**src/rtl/idct_prod_accum.sv**
```systemverilog
// IDCT product accumulator: sums N_TERMS signed products, rounds, shifts and
// saturates the result, and hands each coefficient downstream with valid/ready.
module idct_prod_accum #(
    parameter int N_TERMS   = 8,
    parameter int P_WIDTH   = 32,
    parameter int ACC_WIDTH = 35,
    parameter int SHIFT     = 8,
    parameter int OUT_WIDTH = 16,
    parameter int BLK_SIZE  = 64
) (
    input  logic                        clk,
    input  logic                        rstP,
    input  logic [P_WIDTH-1:0]          P_in,
    input  logic                        p_valid,
    output logic                        p_ready,
    output logic [OUT_WIDTH-1:0]        out_data,
    output logic                        out_valid,
    input  logic                        out_ready,
    output logic [$clog2(BLK_SIZE)-1:0] out_idx,
    output logic                        out_sat,
    output logic                        out_last
);

    // state | meaning
    // ACC   | accepting products into the accumulator
    // FLUSH | round/shift/saturate the sum into the output registers
    // HOLD  | coefficient presented, waiting for out_ready
    typedef enum logic [1:0] {
        S_ACC   = 2'd0,
        S_FLUSH = 2'd1,
        S_HOLD  = 2'd2
    } state_t;

    localparam int CNT_W = $clog2(N_TERMS);
    localparam int IDX_W = $clog2(BLK_SIZE);

    localparam logic signed [ACC_WIDTH:0] ROUND_K = (ACC_WIDTH+1)'(1) << (SHIFT-1);
    localparam logic signed [ACC_WIDTH:0] SAT_MAX = (ACC_WIDTH+1)'((2**(OUT_WIDTH-1))-1);
    localparam logic signed [ACC_WIDTH:0] SAT_MIN = ~SAT_MAX;

    state_t                      r_state;
    state_t                      w_state_nxt;
    logic signed [ACC_WIDTH-1:0] r_acc;
    logic [CNT_W-1:0]            r_term_cnt;
    logic [IDX_W-1:0]            r_idx;
    logic [OUT_WIDTH-1:0]        r_out_data;
    logic                        r_out_sat;
    logic                        r_out_last;
    logic [IDX_W-1:0]            r_out_idx;

    logic                        w_accept;
    logic                        w_last_term;
    logic signed [ACC_WIDTH-1:0] w_p_ext;
    logic signed [ACC_WIDTH:0]   w_rounded;
    logic signed [ACC_WIDTH:0]   w_shifted;
    logic                        w_sat_hi;
    logic                        w_sat_lo;
    logic [OUT_WIDTH-1:0]        w_out_data_nxt;

    assign w_accept    = p_valid && (r_state == S_ACC);
    assign w_last_term = (r_term_cnt == CNT_W'(N_TERMS-1));
    assign w_p_ext     = {{(ACC_WIDTH-P_WIDTH){P_in[P_WIDTH-1]}}, P_in};

    // One extra bit of headroom so the rounding constant can never wrap the sum.
    assign w_rounded = $signed({r_acc[ACC_WIDTH-1], r_acc}) + ROUND_K;
    assign w_shifted = w_rounded >>> SHIFT;
    assign w_sat_hi  = (w_shifted > SAT_MAX);
    assign w_sat_lo  = (w_shifted < SAT_MIN);

    always_comb begin
        w_out_data_nxt = w_shifted[OUT_WIDTH-1:0];
        if (w_sat_hi) begin
            w_out_data_nxt = SAT_MAX[OUT_WIDTH-1:0];
        end else if (w_sat_lo) begin
            w_out_data_nxt = SAT_MIN[OUT_WIDTH-1:0];
        end
    end

    always_ff @(posedge clk) begin
        if (rstP) begin
            r_state <= S_ACC;
        end else begin
            r_state <= w_state_nxt;
        end
    end

    always_comb begin
        w_state_nxt = r_state;
        case (r_state)
            S_ACC:   if (w_accept && w_last_term) w_state_nxt = S_FLUSH;
            S_FLUSH: w_state_nxt = S_HOLD;
            S_HOLD:  if (out_ready) w_state_nxt = S_ACC;
            default: w_state_nxt = S_ACC;
        endcase
    end

    // Handshake flags depend on state only, so nothing combinational leaks from the inputs.
    always_comb begin
        p_ready   = (r_state == S_ACC);
        out_valid = (r_state == S_HOLD);
    end

    always_ff @(posedge clk) begin
        if (rstP) begin
            r_acc      <= '0;
            r_term_cnt <= '0;
            r_idx      <= '0;
            r_out_data <= '0;
            r_out_sat  <= 1'b0;
            r_out_last <= 1'b0;
            r_out_idx  <= '0;
        end else begin
            case (r_state)
                S_ACC: begin
                    if (w_accept) begin
                        r_acc      <= r_acc + w_p_ext;
                        r_term_cnt <= w_last_term ? '0 : r_term_cnt + 1'b1;
                    end
                end
                S_FLUSH: begin
                    r_out_data <= w_out_data_nxt;
                    r_out_sat  <= w_sat_hi || w_sat_lo;
                    r_out_idx  <= r_idx;
                    r_out_last <= (r_idx == IDX_W'(BLK_SIZE-1));
                    r_acc      <= '0;
                end
                S_HOLD: begin
                    if (out_ready) begin
                        r_idx <= (r_idx == IDX_W'(BLK_SIZE-1)) ? '0 : r_idx + 1'b1;
                    end
                end
                default: ;
            endcase
        end
    end

    assign out_data = r_out_data;
    assign out_sat  = r_out_sat;
    assign out_last = r_out_last;
    assign out_idx  = r_out_idx;

endmodule

```
**config.mk**
```make
export PLATFORM = sky130hd
export DESIGN_NAME = idct_prod_accum
export DESIGN_NICKNAME = d
export VERILOG_FILES = /design/src/rtl/idct_prod_accum.sv
export SDC_FILE = /design/constraint.sdc
export NUM_CORES = 1
export LEC_CHECK = 0
export CORE_ASPECT_RATIO = 0.9
export CORE_UTILIZATION = 51
export DETAILED_ROUTE_END_ITERATION = 16
export GPL_TIMING_DRIVEN = 0
export PLACE_DENSITY = 0.77
export SETUP_SLACK_MARGIN = 0.5
export SLEW_MARGIN = 25
export SYNTH_ARGS = -nofsm -noshare
export SYNTH_HDL_FRONTEND = slang
export SYNTH_SLANG_ARGS = --single-unit
```
**constraint.sdc**
```tcl
create_clock -name clk -period 2.8 [get_ports clk]
set_input_delay 0.42 -clock clk [delete_from_list [all_inputs] [get_ports clk]]
set_output_delay 0.42 -clock clk [all_outputs]
set_load 0.05 [all_outputs]
```
Word level (Yosys, flattened, before mapping)
Cells that the tools add are included.

Logic and storage cells: 39. Bits in registers: 70.

Add/sub/neg operators: 4. Equal/unequal tests: 7. Magnitude comparators: 2. Reduce and logical (&&, ||, !) cells: 9. Multiplexer cells: 9.

Operators with widths (count): one-hot mux 35 bit (2 select lines) (1); adder 35 x 9 -> 36 bit, second input constant (1); adder 35 x 32 -> 35 bit (1); two-way mux 35 bit (1); two-way mux 16 bit (2); > comparator 28 x 16 -> 1 bit, second input constant (1); < comparator 28 x 16 -> 1 bit, second input constant (1); AND reduction 2 bit (4); adder 6 x 1 -> 6 bit, second input constant (1); == test 6 bit, second input constant (1); two-way mux 6 bit (1); != test 2 x 1 -> 1 bit, second input constant (3); one-hot mux 2 bit (3 select lines) (1); two-way mux 2 bit (2); adder 3 x 1 -> 3 bit, second input constant (1); == test 3 bit, second input constant (1); two-way mux 3 bit (1); == test 2 x 1 -> 1 bit, second input constant (1); == test 2 bit, second input constant (1); logical AND 1 bit (2); zero test 2 bit (1); nonzero test 2 bit (1); logical OR 1 bit (1).

Depth between registers and ports, before layout
Gate-level depths: netlist (run 1).

Depth in word-level cells: 5. Gate-level depth with buffers: 12.

Worst setup path after synthesis (run 1)
No wires, ideal clock.

Kind: register to register. From: register r_acc[8]. To: register r_out_data[10], in the netlist out_data[10]. Path slack: -48 ps. Stages on the path, launching flop included: 11. Arrival: 2713 ps. Cell sequence: dfxtp_1 ha_1 nand2_2 nor4_4 or3b_1 a21oi_1 a31oi_1 or4_4 a21oi_4 buf_6 o32ai_1.

Cells in the longest elaborated chain, start to end: 4.

RTL lines: start: declaration (RTL line 43) `logic signed [ACC_WIDTH-1:0] r_acc;`; start signal: assignment (RTL line 116) `r_acc <= r_acc + w_p_ext;`; adder 35 x 9 -> 36 bit (*) (RTL line 65) `assign w_rounded = $signed({r_acc[ACC_WIDTH-1], r_acc}) + ROUND_K;`; < comparator 28 x 16 -> 1 bit (RTL line 68) `assign w_sat_lo = (w_shifted < SAT_MIN);`; two-way mux 16 bit (RTL line 74) `end else if (w_sat_lo) begin`; two-way mux 16 bit (*) (RTL line 72) `if (w_sat_hi) begin`; end signal: assignment (RTL line 121) `r_out_data <= w_out_data_nxt;`; end: declaration (RTL line 46) `logic [OUT_WIDTH-1:0] r_out_data;`.

Every way passes the cells marked *; elsewhere a longest branch is shown, timed or not. A chain may end at the register's enable or synchronous reset.

Worst setup path in the final report (run 1)
From: input P_in[19]. To: register r_acc[24].

Cells in the longest elaborated chain, start to end: 3.

RTL lines: start: declaration (RTL line 13) `input logic [P_WIDTH-1:0] P_in,`; adder 35 x 32 -> 35 bit (RTL line 116); two-way mux 35 bit (RTL line 115) `if (w_accept) begin`; one-hot mux 35 bit (2 select lines) (RTL line 113) `case (r_state)`.

No other way between the ends. The select of a mux whose other input is x is not followed.

==> reports/metrics.cfg, run 1 <==
[placed_design]
gp_congestion = 0.8858
portBuffers = 61
hpwl_um = 10610

[sta]
skew_ns = 0.01191
finalWorstSetupSlack_ns = -0.1137
slew_headroom = 0.5200
setup_violations = 20
fin_tns_setup_ns = -1.007
rsz0062_at_grt = true
drv_slew = 0
tightest_slew_ns = 0.7200
period_share = 1.041
fmax_mhz = 343.2
final-hold-violation-count = 0
fin_crit_ns = 2.914

[synth]
synth_ff_type = dfxtp_1
ys_seq_area_frac = 0.2799
synthArstFlopShare = 0
avgSynthCellArea_um2 = 7.773
ys_warn_count = 0
synth_edf_count = 0
synth_cell_type_count = 62
synth_top_area_frac = 0.2799
syn_area_um2 = 5006
syn_inst = 644
yosys-top-cells-area = dfxtp_1, ha_1, a21oi_1
synth_top_cell_by_area = dfxtp_1
ys_ff_latch = 70
syn-num-nets = 719

[run]
cap_violations = 0

[grt]
grt_pass1_wl_um = 26060
grt_use_met2 = 0.5655
grtUsageMet3 = 0.06161
busiest_layer = met2
antenna_found_initial = 0
gr-usage-met1 = 0.3937
grt_max_degree = 14
grt_pass1_vias = 5418
grtUsageTotal = 0.3231
overflow = 0

[worst_hold_path]
hold_path_startpoint = out_idx[0]$_SDFFE_PP0P_
min_path_cells = 2
hold_class = flop to flop
min_to = out_idx[0]$_SDFFE_PP0P_

[floorplan]
die_area_um2 = 10220
initial_core_util = 0.5365
die_w_um = 106.4
dieHeight_um = 95.99
io_pins = 62
coreArea_um2 = 9331
rows = 33

[critical_path]
ff2ff_setup_slack_ns = -0.10
reg2reg_to = r_acc[24]$_SDFFE_PP0P_
r2r_start = r_acc[17]$_SDFFE_PP0P_
cpLargestDelayFamily = compound AO/OA/AOI/OAI gates
arrival_ns = 3.13
required_ns = 3.01
cp_cell_sequence = clkdlybuf4s50_1, ha_2, nand3_2, nor3_2, nand2_1, o211ai_1, a21o_1, a21oi_2, buf_4, o21bai_1, xnor2_1, o21ai_0
start_kind = input port
rr_worst_depth = 13
path_buf_inv = 2
slowest_delay_ns = 0.43
path_class = input port to flop
crit_path_max_fanout = 6
slowest_stage = clkdlybuf4s50_1
end_kind = flop

[drt]
wl_per_cell_um = 21.68
via_count = 6164
antenna_left = 0
dr.pass1.iters = 6
routed_wl_um = 19810
vias_per_cell = 6.744
drt_iter0_drc = 663
drc_errors = 0

[outcome]
run_status = finished, violations left
violations = negative setup slack

[clock_tree]
cts_tree = built
cts.sinks = 70
insertion_delay_ns = 0.37
clk_pin_slew_ns = 0.08
cts.path.max_buffers = 2
cts-root-buf = clkbuf_8
htreeDepth = 3
cts_made_buffers = 9

[layout]
area_growth_pct = 50.39
final_util = 0.8068
layout-drive-gt1-share = 0.3169
mostFrequentLayoutCells = nand2_1, buf_4, dfxtp_1
fin_nets = 862
diodes = 0
final_common_cell = nand2_1

[pwr]
power_frac_comb = 0.452
ir_drop_v = 0.0003457
power_switching_uw = 1533
power_density_nw_per_um2 = 520.9
seqPwrFrac = 0.321
p_leak_uw = 0.002990
sw_frac_of_total = 0.3909
p_int_uw = 2389
p_clk_frac = 0.226

[synthesized netlist by cell type, drive strengths merged (3+ instances only)]
cell type,n
o21ai,40
buf,4
o22ai,3
a21oi,61
o32ai,15
a31oi,9
and3,15
xnor2,21
nor3b,3
o211ai,4
a21o,19
nand3,39
o21a,3
clkbuf,29
a211oi,9
nand2b,6
nand2,77
ha,38
nor2b,8
and2,7
nor3,11
or3,19
nand3b,4
o21bai,4
dfxtp,70
inv,9
o31ai,3
xor2,26
nor2,47
nand4,8
[sequential cells by signal, indices dropped and copies added (netlist names)]
name	flops
out_idx	6
out_sat	1
out_data	16
r_term_cnt	3
out_last	1
r_state	2
r_acc	35
r_idx	6
[what timing repair did]
action,4_1_cts,5_1_grt
gates resized for setup,159,65
pin swaps,79,43
setup endpoints to repair,38,47
hold buffers,0,0
buffers inserted,49,21
cloned,1,0
[worst max-delay path by stage]
stage          slack [ns]                   start                         to  cells after the start
4_1_cts              0.12  r_acc[17]$_SDFFE_PP0P_     r_acc[34]$_SDFFE_PP0P_                     11
5_1_grt             -0.18                P_in[19]     r_acc[24]$_SDFFE_PP0P_                     12
3_5_place_dp        -0.57                P_in[25]     r_acc[34]$_SDFFE_PP0P_                     12
6_report            -0.11                P_in[19]     r_acc[24]$_SDFFE_PP0P_                     12
3_3_place_gp        -0.52                P_in[25]     r_acc[34]$_SDFFE_PP0P_                     12
2_1_floorplan        0.06  r_acc[16]$_SDFFE_PP0P_  out_data[10]$_SDFFE_PP0P_                     10
[layout make-up]
class / instances / area [µm²]
Fill cell: 541 / 1803
Clock inverter: 6 / 68.82
Clock buffer: 10 / 137.6
Multi-Input combinational cell: 532 / 4270
Tap cell: 122 / 152.6
Sequential cell: 70 / 1466
Timing Repair Buffer: 132 / 1191
Inverter: 9 / 33.78
Buffer: 33 / 207.7
[stage by stage]
step	instances	cell area, µm²	setup slack, ns	power [µW]	hold slack, ns
CTS	893	7068	0.1232	3578	0.4645
global route	914	7528	-0.1782	4051	0.4821
detailed placement	827	5919	-0.5746	2358	0.4533
finish	914	7528	-0.1137	3922	0.4640
floorplan	644	5151	0.05513	2069	0.4356
global placement	827	5914	-0.5176	2315	0.4414
[cells by family (layout without fill, tap and decap cells)]
| family | after synthesis | after routing | share of synthesized area |
|---|---|---|---|
| AO/OA/AOI/OAI | 189 | 189 | 0.2414 |
| XOR/XNOR | 47 | 47 | 0.08223 |
| adder cells (fa/ha/maj) | 39 | 39 | 0.09898 |
| buffers and inverters | 42 | 190 | 0.03299 |
| flip-flops | 70 | 70 | 0.2799 |
| multiplexers | 3 | 3 | 0.006498 |
| AND/OR/NAND/NOR | 254 | 254 | 0.2579 |
[layer usage]
layer  wire length (µm)  part of all wire
met2               9162              0.46
met4               1375             0.069
met3               1910             0.096
met1               7362              0.37
met5                  0                 0
[power groups by stage]
stage	clock network, µW	logic (µW)	registers [µW]
6_report	888	1770	1260
4_1_cts	871	1480	1230
3_5_place_dp	0	1120	1240
3_3_place_gp	0	1080	1240
5_1_grt	928	1860	1260
2_1_floorplan	0	872	1200
[worst min-delay path: stages (launching register included)]
cell	delay [ns]
dfxtp_1	0.32
nand2_1	0.05
a21oi_1	0.05
Power figures use the tool's default switching activity.
==> inputs of run 2 (changes only) <==
--- a/config.mk
+++ b/config.mk
@@ -6,6 +6,7 @@
 export NUM_CORES = 1
 export LEC_CHECK = 0
 export CORE_ASPECT_RATIO = 0.9
+export CORE_MARGIN = 2
 export CORE_UTILIZATION = 51
 export DETAILED_ROUTE_END_ITERATION = 16
 export GPL_TIMING_DRIVEN = 0
==> run 2 against run 1 <==
Against the previous run:
- the run still ends with negative setup slack left
- sequential cell count unchanged
- die area increased by 4.0%
- setup slack improved by 0.075 ns
- routed wire length decreased by 4.6%
- global-route usage decreased by 1.2 points
- critical path depth unchanged
- total power increased by 1.6%
- sequential power about the same
- cell count increased by 1.3%
- highest routed layer unchanged
==> reports/metrics.cfg, run 2 (same netlist as run 1, synthesis figures left out) <==
[outcome]
run_status = finished, violations left
violations = negative setup slack

[sta]
tightest_slew_ns = 0.6985
fin_crit_ns = 2.838
setup_violations = 1
fmax_mhz = 352.3
drv_slew = 0
finalWorstSetupSlack_ns = -0.03820
hold_slack_ns = 0.4642
period_share = 1.014
slew_headroom = 0.5343
skew_ns = 0.007755
fin_tns_setup_ns = -0.03820
rsz0062_at_grt = true
final-hold-violation-count = 0

[layout]
final_util = 0.8119
largest_reg_flops = 35
diodes = 0
fin_nets = 870
area_growth_pct = 55.94
layout-drive-gt1-share = 0.3363
largest_register = r_acc
mostFrequentLayoutCells = nand2_1, buf_4, dfxtp_1
final_common_cell = nand2_1

[worst_hold_path]
hold_class = flop to flop
min_path_cells = 2

[clock_tree]
htreeDepth = 3
cts-root-buf = clkbuf_8
insertion_delay_ns = 0.35
clk_pin_slew_ns = 0.08
cts.sinks = 70
cts_made_buffers = 9
cts.path.max_buffers = 2
hold_buffers = 0
cts_tree = built

[placed_design]
hpwl_um = 10840
portBuffers = 61
gp_congestion = 0.8547

[floorplan]
initial_core_util = 0.5207
die_area_um2 = 10630
dieHeight_um = 97.99
io_pins = 62
rows = 34
coreArea_um2 = 9614
die_w_um = 108.4

[grt]
antenna_found_initial = 0
grtUsageTotal = 0.3115
grt_pass1_vias = 5488
overflow = 0
grt_pass1_wl_um = 26480
grt_max_degree = 13

[critical_path]
crit_path_max_fanout = 2
required_ns = 3.08
rr_worst_depth = 12
cp_cell_sequence = clkdlybuf4s50_1, ha_2, a21o_1, a21o_1, a311oi_2, o2111a_2, nor2_4, a311oi_2, xor2_1, buf_4, o211ai_1, a21oi_1
cp.depth = 12
cpLargestDelayFamily = compound AO/OA/AOI/OAI gates
start_kind = input port
slowest_stage = clkdlybuf4s50_1
arrival_ns = 3.12
end_kind = flop
path_class = input port to flop
path_buf_inv = 2
slowest_delay_ns = 0.44

[drt]
via_count = 5904
drt_iter0_drc = 626
drc_errors = 0
dr.pass1.iters = 7
wl_per_cell_um = 20.41
antenna_left = 0
routed_wl_um = 18900
vias_per_cell = 6.376

[pwr]
power_density_nw_per_um2 = 510.2
p_leak_uw = 0.003075
ir_drop_v = 0.0003912
total_power_uw = 3983

[run]
cap_violations = 0

## run 2: changes by cell type in the layout (fill, tap and decap cells not counted), sizes merged
cell	previous run	this run
buf	75	89
bufinv	1	0
clkbuf	39	34
clkdlybuf4s15	0	1
clkdlybuf4s50	38	41
clkinv	3	4
dlygate4sd2	18	13
dlymetal6s2s	5	6
inv	10	9
## run 2: final cells by class
type | count | area, µm²
plain buffers | 33 | 217.7
clock buffers | 11 | 141.4
clock inverters | 5 | 35.03
fillers | 567 | 1808
inverters | 9 | 33.78
multi-input cells | 532 | 4473
flip-flops and latches | 70 | 1466
well taps | 126 | 157.7
repair buffers | 140 | 1281
## run 2: worst paths after layout
kind                                           endpoint  slack (ns)                     from
worst max register to register   r_acc[34]$_SDFFE_PP0P_       -0.02   r_acc[25]$_SDFFE_PP0P_
worst max-delay path             r_acc[34]$_SDFFE_PP0P_       -0.04                 P_in[24]
worst min register to register  out_idx[2]$_SDFFE_PP0P_        0.46  out_idx[2]$_SDFFE_PP0P_
worst min-delay path            out_idx[2]$_SDFFE_PP0P_        0.46  out_idx[2]$_SDFFE_PP0P_
## run 2: metal layers
layer  share of wire  GRT usage  up-vias  routed length [µm]
met4           0.035     0.1105        0                 655
li1                -          -     2677                   -
met3           0.091    0.07276       72                1729
met1            0.38     0.3795     2799                7213
met2            0.49     0.5337      356                9302
met5               0          0        -                   0
## run 2: metrics by stage
step                instance area [µm²]  worst slack, ns  instances
finish                             7806         -0.03820        926
global route                       7806         -0.07179        926
CTS                                6969           0.1048        898
detailed placement                 5924          -0.6042        831
global placement                   5919          -0.5444        831
floorplan                          5151          0.05513        644
## run 2: worst reg2reg max path: stages (launching register included)
cell	delay, ns
dfxtp_4	0.37
ha_4	0.24
buf_8	0.13
a21o_1	0.18
a21o_1	0.20
a311oi_2	0.38
o2111a_2	0.35
nor2_4	0.06
a311oi_2	0.22
xor2_1	0.24
buf_4	0.15
o211ai_1	0.07
a21oi_1	0.16
## run 2: what timing repair did
item / 4_1_cts / 5_1_grt
pin swaps: 69 / 87
cloned: 0 / 1
resized for setup: 134 / 137
setup buffers: 51 / 27
endpoints found under the setup margin: 41 / 39
## run 2: power by group
group / internal, µW / switching, µW
Combinational: 969 / 997
Clock: 346 / 421
Sequential: 1100 / 153
Total: 2410 / 1570
==> inputs of run 3 (changes only) <==
--- a/config.mk
+++ b/config.mk
@@ -5,12 +5,11 @@
 export SDC_FILE = /design/constraint.sdc
 export NUM_CORES = 1
 export LEC_CHECK = 0
-export CORE_ASPECT_RATIO = 0.9
 export CORE_MARGIN = 2
-export CORE_UTILIZATION = 51
+export CORE_UTILIZATION = 57
 export DETAILED_ROUTE_END_ITERATION = 16
 export GPL_TIMING_DRIVEN = 0
-export PLACE_DENSITY = 0.77
+export PLACE_DENSITY = 0.82
 export SETUP_SLACK_MARGIN = 0.5
 export SLEW_MARGIN = 25
 export SYNTH_ARGS = -nofsm -noshare
==> constraint.sdc (replaced) <==
create_clock -name clk -period 3 [get_ports clk]
set_input_delay 0.6 -clock clk [delete_from_list [all_inputs] [get_ports clk]]
set_output_delay 0.6 -clock clk [all_outputs]
set_load 0.05 [all_outputs]
==> run 3 against run 2 <==
Against the previous run:
- the flow now finishes without violations
- utilization increased by 5.9 points
- sequential cell count is the same
- critical path depth is the same
- cell count decreased by 1.4%
- hold slack worse by 0.0062 ns
- die area decreased by 10%
- sequential power decreased by 6%
- global-route usage increased by 6.6 points
- first-iteration DRC count increased by 46%
- cell area fell by 3.6%
- critical endpoint unchanged
- largest cell class unchanged
- largest power group unchanged
- highest routed layer unchanged
==> reports/metrics.cfg, run 3 (same netlist as run 1, synthesis figures left out) <==
[layout]
ff_latch_area_um2 = 1464
final_common_cell = buf_4
diodes = 0
largest_reg_flops = 35
design_area_um2 = 7523
largest_register = r_acc
multi_input_area_um2 = 4245
mostFrequentLayoutCells = buf_4, nand2_1, dfxtp_1
instances_no_fill = 913
fin_nets = 875
fill_cells = 406
area_growth_pct = 50.29
layout-drive-gt1-share = 0.3155

[sta]
fin_crit_ns = 2.897
finalWorstSetupSlack_ns = 0.1029
setup_violations = 0
skew_ns = 0.007114
final-hold-violation-count = 0
fin_tns_setup_ns = 0
rsz0062_at_grt = true
tightest_slew_ns = 1.060
period_share = 0.9657
slew_headroom = 0.2905
drv_slew = 0
fmax_mhz = 345.2

[clock_tree]
cts_tree = built
htreeDepth = 3
cts.sinks = 70
cts-root-buf = clkbuf_8
clk_pin_slew_ns = 0.09
cts.path.max_buffers = 2
insertion_delay_ns = 0.38
cts_made_buffers = 9

[pwr]
p_leak_uw = 0.003012
ir_drop_v = 0.0003314
power_density_nw_per_um2 = 520.0
total_power_uw = 3912

[critical_path]
path_class = flop to flop
rr_worst_depth = 12
startpoint = r_acc[25]$_SDFFE_PP0P_
cp.depth = 12
slowest_delay_ns = 0.39
path_common_cell = a21o_1
crit_path_max_fanout = 2
arrival_ns = 3.15
path_buf_inv = 2
slowest_stage = o2111a_2
cpLargestDelayFamily = compound AO/OA/AOI/OAI gates
end_kind = flop
cp_cell_sequence = ha_4, buf_8, a21o_1, a21o_1, a311oi_4, o2111a_2, nor2_4, a311oi_2, xor2_1, buf_4, o211ai_1, a21oi_2
required_ns = 3.25
r2r_start = r_acc[25]$_SDFFE_PP0P_
start_kind = flop

[placed_design]
hpwl_um = 10510
place_area_um2 = 5874
gp_congestion = 0.9422
placed_cells = 813
portBuffers = 61
place_ws_ns = -0.5350

[run]
cap_violations = 0

[drt]
drc_errors = 0
drt_iter0_drc = 913
vias_per_cell = 7.161
routed_wl_um = 22320
dr.pass1.iters = 9
antenna_left = 0
wl_per_cell_um = 24.44
via_count = 6538

[grt]
grt_pass1_wl_um = 29210
grt_max_degree = 15
antenna_found_initial = 0
grt_pass1_vias = 5853
overflow = 0
grtUsageTotal = 0.3778

[floorplan]
die_area_um2 = 9548
rows = 34
die_w_um = 97.72
initial_core_util = 0.5797
io_pins = 62
dieHeight_um = 97.72
coreArea_um2 = 8636

[worst_hold_path]
min_path_cells = 2
hold_path_startpoint = out_idx[1]$_SDFFE_PP0P_
hold_class = flop to flop

[outcome]
run_status = finished clean

## run 3: cell count changes in the layout (fill, tap and decap cells not counted), sizes merged, moves of 2 or more
cell	previous run	this run
dlymetal6s2s	6	2
clkinv	4	1
inv	9	12
clkbuf	34	36
dlygate4sd2	13	16
clkdlybuf4s50	41	35
buf	89	96
## run 3: layout make-up
cell class | count | area share
Buffer | 33 | 0.02744
Inverter | 9 | 0.004490
Tap cell | 108 | 0.01796
Timing Repair Buffer | 145 | 0.1641
Sequential cell | 70 | 0.1946
Multi-Input combinational cell | 532 | 0.5643
Clock inverter | 7 | 0.01064
Clock buffer | 9 | 0.01646
## run 3: worst paths after layout
kind         slack [ns]                 endpoint
max                0.10   r_acc[34]$_SDFFE_PP0P_
min                0.46  out_idx[1]$_SDFFE_PP0P_
max reg2reg        0.10   r_acc[34]$_SDFFE_PP0P_
min reg2reg        0.46  out_idx[1]$_SDFFE_PP0P_
## run 3: what timing repair did
action,in CTS,in global routing
pin swaps,65,65
gates cloned,1,0
endpoints found under the hold margin,0,0
gates resized for setup,166,73
endpoints found under the setup margin,38,39
setup buffers,54,29
hold buffers,0,0
## run 3: metal layers
metal	GRT usage	share of wire	routed length, µm
met3	0.07194	0.13	3005
met2	0.6170	0.44	9928
met5	0	0	0
met1	0.4645	0.35	7830
met4	0.2222	0.070	1553
## run 3: power by group
group | internal (µW) | total (µW) | switching (µW)
clock | 394 | 852 | 458
sequential | 1020 | 1180 | 156
combinational | 880 | 1880 | 1000
## run 3: metrics by stage
stage / hold WS (ns) / utilization
global route: 0.4828 / 0.8712
detailed placement: 0.4472 / 0.6802
global placement: 0.4429 / 0.6797
CTS: 0.4584 / 0.8124
floorplan: 0.4356 / -
finish: 0.4580 / 0.8712
## run 3: tightest hold or removal path: stages, from the launching register on
cell     delay, ns
dfxtp_1       0.31
nand2_1       0.05
a21oi_1       0.05
